<file path="config.mk">
export PLATFORM = sky130hd
export DESIGN_NAME = q_row_update
export DESIGN_NICKNAME = d
export VERILOG_FILES = /design/src/rtl/q_row_update.sv
export SDC_FILE = /design/constraint.sdc
export NUM_CORES = 2
export LEC_CHECK = 0
export ABC_AREA = 0
export BUFFER_PORTS_ARGS = -buffer_cell sky130_fd_sc_hd__buf_2
export CORE_MARGIN = 5
export CORE_UTILIZATION = 55
export DETAILED_ROUTE_END_ITERATION = 12
export MAX_ROUTING_LAYER = met4
export PLACE_DENSITY = 0.73
export SLEW_MARGIN = 10
export SYNTH_ARGS = -nofsm -noshare
export SYNTH_HDL_FRONTEND = slang
export SYNTH_SLANG_ARGS = --single-unit
</file>
<file path="constraint.sdc">
create_clock -name CLK -period 11.9 [get_ports CLK]
set_input_delay 0.595 -clock CLK [delete_from_list [all_inputs] [get_ports CLK]]
set_output_delay 0.595 -clock CLK [all_outputs]
set_load 0.01 [all_outputs]
</file>
<file path="src/rtl/q_row_update.sv">
// One row of a Q table with a three-stage TD update: DIFF, MUL, WB.
// Define Q_SAT_EN to saturate d, p and the new Q; by default they wrap modulo 2^W.
module q_row_update #(
    parameter int W       = 24,
    parameter int F       = 14,
    parameter int NUM_ACT = 4,
    localparam int AW     = (NUM_ACT > 1) ? $clog2(NUM_ACT) : 1
) (
    input  logic                 CLK,
    input  logic                 RST,
    input  logic                 clr,
    input  logic                 upd_valid,
    output logic                 upd_ready,
    input  logic [AW-1:0]        upd_act,
    input  logic [W-1:0]         reward,
    input  logic [W-1:0]         gamma_maxq,
    input  logic [W-1:0]         alpha,
    output logic [NUM_ACT*W-1:0] q_flat,
    output logic [W-1:0]         max_q,
    output logic [AW-1:0]        max_idx,
    output logic                 done
);

    typedef enum logic [1:0] {IDLE, DIFF, MUL, WB} state_t;

    state_t               state, state_nxt;
    logic                 accept;
    logic [AW-1:0]        act_r;
    logic signed [W-1:0]  reward_r, gmq_r, alpha_r;
    logic signed [W-1:0]  d_r, p_r;
    logic signed [W-1:0]  q [NUM_ACT];
    logic signed [W-1:0]  q_cur;
    logic signed [W+1:0]  d_sum;
    logic signed [2*W-1:0] d_wide, prod, prod_sh, q_sum;
    logic signed [W-1:0]  best_q;
    logic [AW-1:0]        best_idx;

    // Reduce a wide signed result to W bits: clamp or keep the low W bits.
    function automatic logic signed [W-1:0] reduce(input logic signed [2*W-1:0] v);
`ifdef Q_SAT_EN
        if (v[2*W-1:W-1] == '0 || v[2*W-1:W-1] == '1)
            reduce = v[W-1:0];
        else if (v[2*W-1])
            reduce = {1'b1, {(W-1){1'b0}}};
        else
            reduce = {1'b0, {(W-1){1'b1}}};
`else
        reduce = v[W-1:0];
`endif
    endfunction

    assign upd_ready = (state == IDLE) && !clr;
    assign accept    = upd_valid && upd_ready;

    // NOTE: sequential state uses non-blocking assignments so every register samples pre-edge values.
    always_ff @(posedge CLK or negedge RST) begin
        if (!RST)
            state <= IDLE;
        else if (clr)
            state <= IDLE;
        else
            state <= state_nxt;
    end

    // NOTE: every combinational output gets a default first so no path infers a latch.
    always_comb begin
        state_nxt = state;
        case (state)
            IDLE:    if (accept) state_nxt = DIFF;
            DIFF:    state_nxt = MUL;
            MUL:     state_nxt = WB;
            WB:      state_nxt = IDLE;
            default: state_nxt = IDLE;
        endcase
    end

    // Out-of-range indices read as zero and match no entry, so they never write.
    always_comb begin
        q_cur = '0;
        for (int k = 0; k < NUM_ACT; k++)
            if (act_r == AW'(k)) q_cur = q[k];
    end

    assign d_sum   = $signed({{2{reward_r[W-1]}}, reward_r})
                   + $signed({{2{gmq_r[W-1]}}, gmq_r})
                   - $signed({{2{q_cur[W-1]}}, q_cur});
    assign d_wide  = $signed({{(W-2){d_sum[W+1]}}, d_sum});
    assign prod    = $signed({{W{alpha_r[W-1]}}, alpha_r}) * $signed({{W{d_r[W-1]}}, d_r});
    assign prod_sh = prod >>> F;
    assign q_sum   = $signed({{W{q_cur[W-1]}}, q_cur}) + $signed({{W{p_r[W-1]}}, p_r});

    always_ff @(posedge CLK or negedge RST) begin
        if (!RST) begin
            act_r    <= '0;
            reward_r <= '0;
            gmq_r    <= '0;
            alpha_r  <= '0;
        end else if (accept) begin
            act_r    <= upd_act;
            reward_r <= reward;
            gmq_r    <= gamma_maxq;
            alpha_r  <= alpha;
        end
    end

    always_ff @(posedge CLK or negedge RST) begin
        if (!RST) begin
            d_r  <= '0;
            p_r  <= '0;
            done <= 1'b0;
        end else begin
            if (!clr && state == DIFF) d_r <= reduce(d_wide);
            if (!clr && state == MUL)  p_r <= reduce(prod_sh);
            done <= !clr && (state == WB);
        end
    end

    // NOTE: the Q row is architectural state, so it takes both the async reset and the sync clear.
    always_ff @(posedge CLK or negedge RST) begin
        if (!RST) begin
            for (int k = 0; k < NUM_ACT; k++) q[k] <= '0;
        end else if (clr) begin
            for (int k = 0; k < NUM_ACT; k++) q[k] <= '0;
        end else if (state == WB) begin
            for (int k = 0; k < NUM_ACT; k++)
                if (act_r == AW'(k)) q[k] <= reduce(q_sum);
        end
    end

    // Strict compare keeps the lowest index on ties.
    always_comb begin
        best_q   = q[0];
        best_idx = '0;
        for (int k = 1; k < NUM_ACT; k++)
            if (q[k] > best_q) begin
                best_q   = q[k];
                best_idx = AW'(k);
            end
    end

    always_ff @(posedge CLK or negedge RST) begin
        if (!RST) begin
            max_q   <= '0;
            max_idx <= '0;
        end else begin
            max_q   <= best_q;
            max_idx <= best_idx;
        end
    end

    for (genvar g = 0; g < NUM_ACT; g++) begin : g_flat
        assign q_flat[g*W +: W] = q[g];
    end

endmodule

</file>
-- Yosys cells after proc, flatten, opt, wreduce, memory -nomap -nowiden
Cells that the tools add are included.
- bits of input ports: 78
- output and inout port bits: 124
- bits in registers: 247
- word-level logic and storage cells: 64
- equality and inequality tests: 7
- multipliers: 1
- $add $sub $neg: 3
- magnitude comparators: 3
- multiplexer cells: 19
- reduce and logical (&&, ||, !) cells: 17
- operators with widths (operator ; number):
    $mux W24 ; 11
    $mux W96 ; 2
    $gt A24 B24 Y1 ; 3
    $add A24 B24 Y24 ; 2
    $mul A24 B24 Y38 ; 1
    $sub A24 B24 Y24 ; 1
    $reduce_bool A2 Y1 ; 5
    $eq A2 B2 Y1 const B ; 4
    $mux W2 ; 4
    $pmux W2 S4 ; 1
    $reduce_and A2 Y1 ; 4
    $logic_and A1 B1 Y1 ; 5
    $eq A2 B1 Y1 const B ; 2
    $logic_not A2 Y1 ; 2
    $ne A3 B3 Y1 const B ; 1
    $logic_not A1 Y1 ; 1
    $mux W1 ; 1

-- Longest topological paths before layout
- depth after elaboration: 9
- depth in mapped cells: 36
- depth with buffers taken out: 32

-- Worst setup path after synthesis
OpenSTA, ideal clock, no wires.
- path type: reg2reg
- start: register q, in the netlist q_flat[23]
- end: register max_q[13]
- library setup time: 0.134 ns
- buffers on the path: 3
- path slack: 4.741 ns
- period minus slack after synthesis: 7.159 ns
- data required time: 11.766 ns
- data arrival time: 7.025 ns
- cell stages (with the launch flop): 35
- path through: dfrtp_1 -> inv_1 -> ha_1 -> or3b_4 -> a211oi_2 -> o221a_2 -> o211ai_4 -> nand2_4 -> clkbuf_1 -> mux2_2 -> inv_1 -> ha_1 -> a21o_1 -> a21oi_1 -> nor2_1 -> a211oi_1 -> o221ai_1 -> a2111oi_0 -> a2111oi_2 -> o31a_1 -> o21ai_4 -> mux2_4 -> ha_1 -> nor2b_1 -> o21a_1 -> o21a_1 -> o21a_1 -> o21a_1 -> o211ai_1 -> a211o_1 -> a311oi_1 -> o221a_2 -> clkbuf_1 -> clkbuf_1 -> o21ai_0
- word-level cells in the longest chain between the ends: 6
- ends and longest elaborated chain (item ; line ; RTL):
    start: declaration ; 31 ; logic signed [W-1:0] q [NUM_ACT];
    start signal: indexed assignment ; 126 ; if (act_r == AW'(k)) q[k] <= reduce(q_sum);
    $gt A24 B24 Y1 ; 135 ; if (q[k] > best_q) begin
    $mux W24 * ; 135 ;
    $gt A24 B24 Y1 ; 135 ;
    $mux W24 * ; 135 ;
    $gt A24 B24 Y1 ; 135 ;
    $mux W24 * ; 135 ;
    named net best_q[13] ; 35 ; logic signed [W-1:0] best_q;
    end signal: assignment ; 146 ; max_q <= best_q;
    end: declaration ; 19 ; output logic [W-1:0] max_q,
Mark *: on every way through the listed nets, which the timed path passes. The rest lies on a longest branch.
A chain may end at the register's enable or synchronous reset.

-- Final worst setup path
- start: register q, in the netlist q_flat[22]
- end: register max_q[0]
The elaborated chain is that of the path after synthesis.

==> run_results.csv <==
group,metric,value,unit
cells_and_area,area_grow_syn2layout,8.48,%
cts,post_cts_resize_count,0,
global_route,grt_pass1_vias,25041,
synth,synth_edf_count,0,
synth,ys_types,70,
timing,grt_setup_unrepaired,"false",
synth,synth_nets,4129,
critical_path,critical_path_arrival,9360,ps
synth,synth.avg_cell_area,9.67,µm²
die,die_x_extent,251,µm
cts,clkSlewWorstSetupHoldPaths,60,ps
placement,finalWeightedCongestion,0.919,
detailed_routing,vias,23179,
detailed_routing,vias_per_cell,5.51,
detailed_routing,dr.pass1.iters,5,
detailed_routing,wl_per_cell,19.3,µm
timing,slew-limit-headroom,0.197,
synth,async_reset_ff_frac,1.00,
global_route,global_route.usage.total,0.272,
synth,syn_inst,3300,
timing,period_share,0.747,
cts,numCtsBuffers,30,
synth,synth_ff_type,"dfrtp_1",
critical_path,crit_type,"flop to flop",
cts,clock_tree_from_tritoncts,"built",
synth,post_synth_instance_area,0.0319,mm²
detailed_routing,antenna_violating_nets_post_route,0,
critical_path,setup.worst_path.start_class,"flop",
die,boundaryPins,202,
critical_path,worst-path-buf-inv,4,
detailed_routing,drc,0,
cts,max-clock-path-buffers,3,
cts,clock_tree.root_cell,"clkbuf_16",
die,initial_utilization,0.554,
critical_path,rrSetupSlack,3010,ps
global_route,grt_first_pass_wirelength,135000,µm
global_route,grt_start_max_net_pins,106,
cells_and_area,n_fill_cell,4945,
critical_path,cp_max_fo,48,
cts,post-cts-setup-buffer-count,0,
synth,ys_seq_elements,247,
timing,final_critical_period,8890,ps
global_route,grt_antenna_before_repair,4,
die,design.die.area,0.0629,mm²
placement,port_buffers,201,
timing,final.setup.worst_slack,3010,ps
die,chipHeight,251,µm
timing,tightest_slew,1200,ps
cells_and_area,final_layout_size_suffix_gt1_frac,0.129,
timing,setup_tns_after_final_layout,0,ps
global_route,total_congestion_overflow_after_global_routing,0,
critical_path,cp_data_required_time,12370,ps
timing,hold_viol,0,
cts,number_of_clock_sinks,247,
die,core.rowCount,88,
cells_and_area,multi_input_area,0.0228,mm²
detailed_routing,route.final.wire_length,81300,µm
critical_path,cp_top_family,"compound AO/OA/AOI/OAI gates",
timing,timing.final.setup_violations,0,
cts,number_of_buffers_inserted_for_hold_repair_after_clock_tree_synthesis,0,
die,placeableCoreArea,0.0576,mm²
placement,dpl.hpwl,64000,µm
critical_path,slowest_library_cell_on_the_worst_path,"o221a_2",
cells_and_area,final-seq-area,0.00618,mm²
critical_path,critPathCaptureType,"flop",
run,max_cap_violations,0,
timing,maxClockFrequency,0.113,GHz
placement,preCtsSetupSlack,3140,ps
cells_and_area,finalNetCount,4245,
critical_path,critical_path.max_stage_delay,860,ps
critical_path,crit_path_frequent_cell,"o21a_1",
synth,synth.yosys.warnings,0,
cts,cts_htree_levels,1,
timing,final_max_slew_violation_count,0,
synth,synth-seq-area-share,0.194,
timing,clock-skew-final,19.9,ps
detailed_routing,drt_iter0_drc,1393,
cts,insertion_delay_to_the_later_sink_of_the_worst_skew_pair,590,ps
hold_path,timing.hold.worst.class,"primary input to async pin",
status,run_status,"finished, final reports clean",
[logic make-up (layout without fill, tap and decap cells)]
family          count (synthesis)  in the layout  synth area share
compound gates                362            362            0.0745
xor+xnor                       90             90            0.0247
fa+ha+maj                     751            751             0.415
buf+inv                       787            926            0.0935
flops                         247            247             0.194
mux                           166            166            0.0659
other cells                     0              4                 0
simple gates                  897            897             0.133
[cells in the mapped netlist (10+ instances only)]
cell | number | area (µm²)
nor3_1 | 17 | 85.1
a21o_1 | 49 | 368
mux2i_1 | 32 | 320
inv_1 | 636 | 2390
fa_1 | 510 | 10200
xnor2_1 | 60 | 526
a31oi_1 | 10 | 62.6
o21a_1 | 15 | 113
and2_1 | 215 | 1350
and3_1 | 10 | 62.6
o21ai_1 | 18 | 90.1
nand2b_1 | 29 | 181
mux2_2 | 109 | 1230
o21ai_0 | 107 | 536
a21oi_1 | 54 | 270
nor2b_1 | 25 | 156
nor2_1 | 58 | 218
nand2_1 | 481 | 1810
nand4_1 | 21 | 131
xor2_1 | 30 | 263
mux4_2 | 24 | 541
clkbuf_1 | 142 | 533
nand3_1 | 19 | 95.1
o31ai_1 | 39 | 293
dfrtp_1 | 247 | 6180
ha_1 | 241 | 3020
[layout make-up]
cell class,count,area share
clock buffers,39,0.0244
inverters,636,0.0690
diodes,4,0.000289
flip-flops and latches,247,0.179
multi-input cells,2266,0.658
well taps,765,0.0277
clock inverters,16,0.00528
repair buffers,235,0.0367
[layout by cell type (no fill, tap or decap), types with 19 or more instances in the layout]
cell type,count
fa_1,510
o21ai_0,107
mux4_2,24
buf_2,200
nor2_1,57
clkbuf_16,31
a21o_1,49
inv_1,636
ha_1,241
nor2b_1,23
and2_1,215
nand4_1,21
a21oi_1,54
dfrtp_1,246
xor2_1,30
nand2b_1,29
xnor2_1,60
mux2_2,109
buf_4,34
nand2_1,480
mux2i_1,32
nand3_1,19
o31ai_1,39
[layer usage]
metal | part of all wire | vias up | wire length (µm) | track usage
li1 | - | 10530 | - | -
met1 | 0.42 | 11737 | 34000 | 0.359
met2 | 0.47 | 755 | 38600 | 0.437
met3 | 0.076 | 157 | 6210 | 0.0560
met4 | 0.031 | 0 | 2480 | 0.0703
met5 | 0 | - | 0 | -
[stage by stage]
step                instance area [µm²]  instances  hold slack [ps]  utilization
CTS                               34600       4204             73.9        0.601
global route                      34600       4208              114        0.601
floorplan                         31900       3300              299            -
detailed placement                33600       4149              483        0.583
finish                            34600       4208             26.3        0.601
global placement                  33600       4149              478        0.583
[state kept, by name, summed over array words and instances (netlist names)]
name and flops:
p_r 24, done 1, act_r 2, alpha_r 24
gmq_r 24, d_r 24, max_idx 2, q_flat 96
state 2, reward_r 24, max_q 24
[final timing paths]
check | from | end | depth (start not counted)
worst min register to register | reward_r[10] | reward_r[10] | 1
worst min-delay path | RST | alpha_r[2] | 1
max in group asynchronous | RST | gmq_r[23] | 2
worst max register to register | q_flat[22] | max_q[0] | 33
worst max-delay path | q_flat[22] | max_q[0] | 33
min in group CLK | gamma_maxq[22] | gmq_r[22] | 2
Power is not shown: default switching activity piles up to over one toggle a cycle in this logic, so the estimate is an artifact.
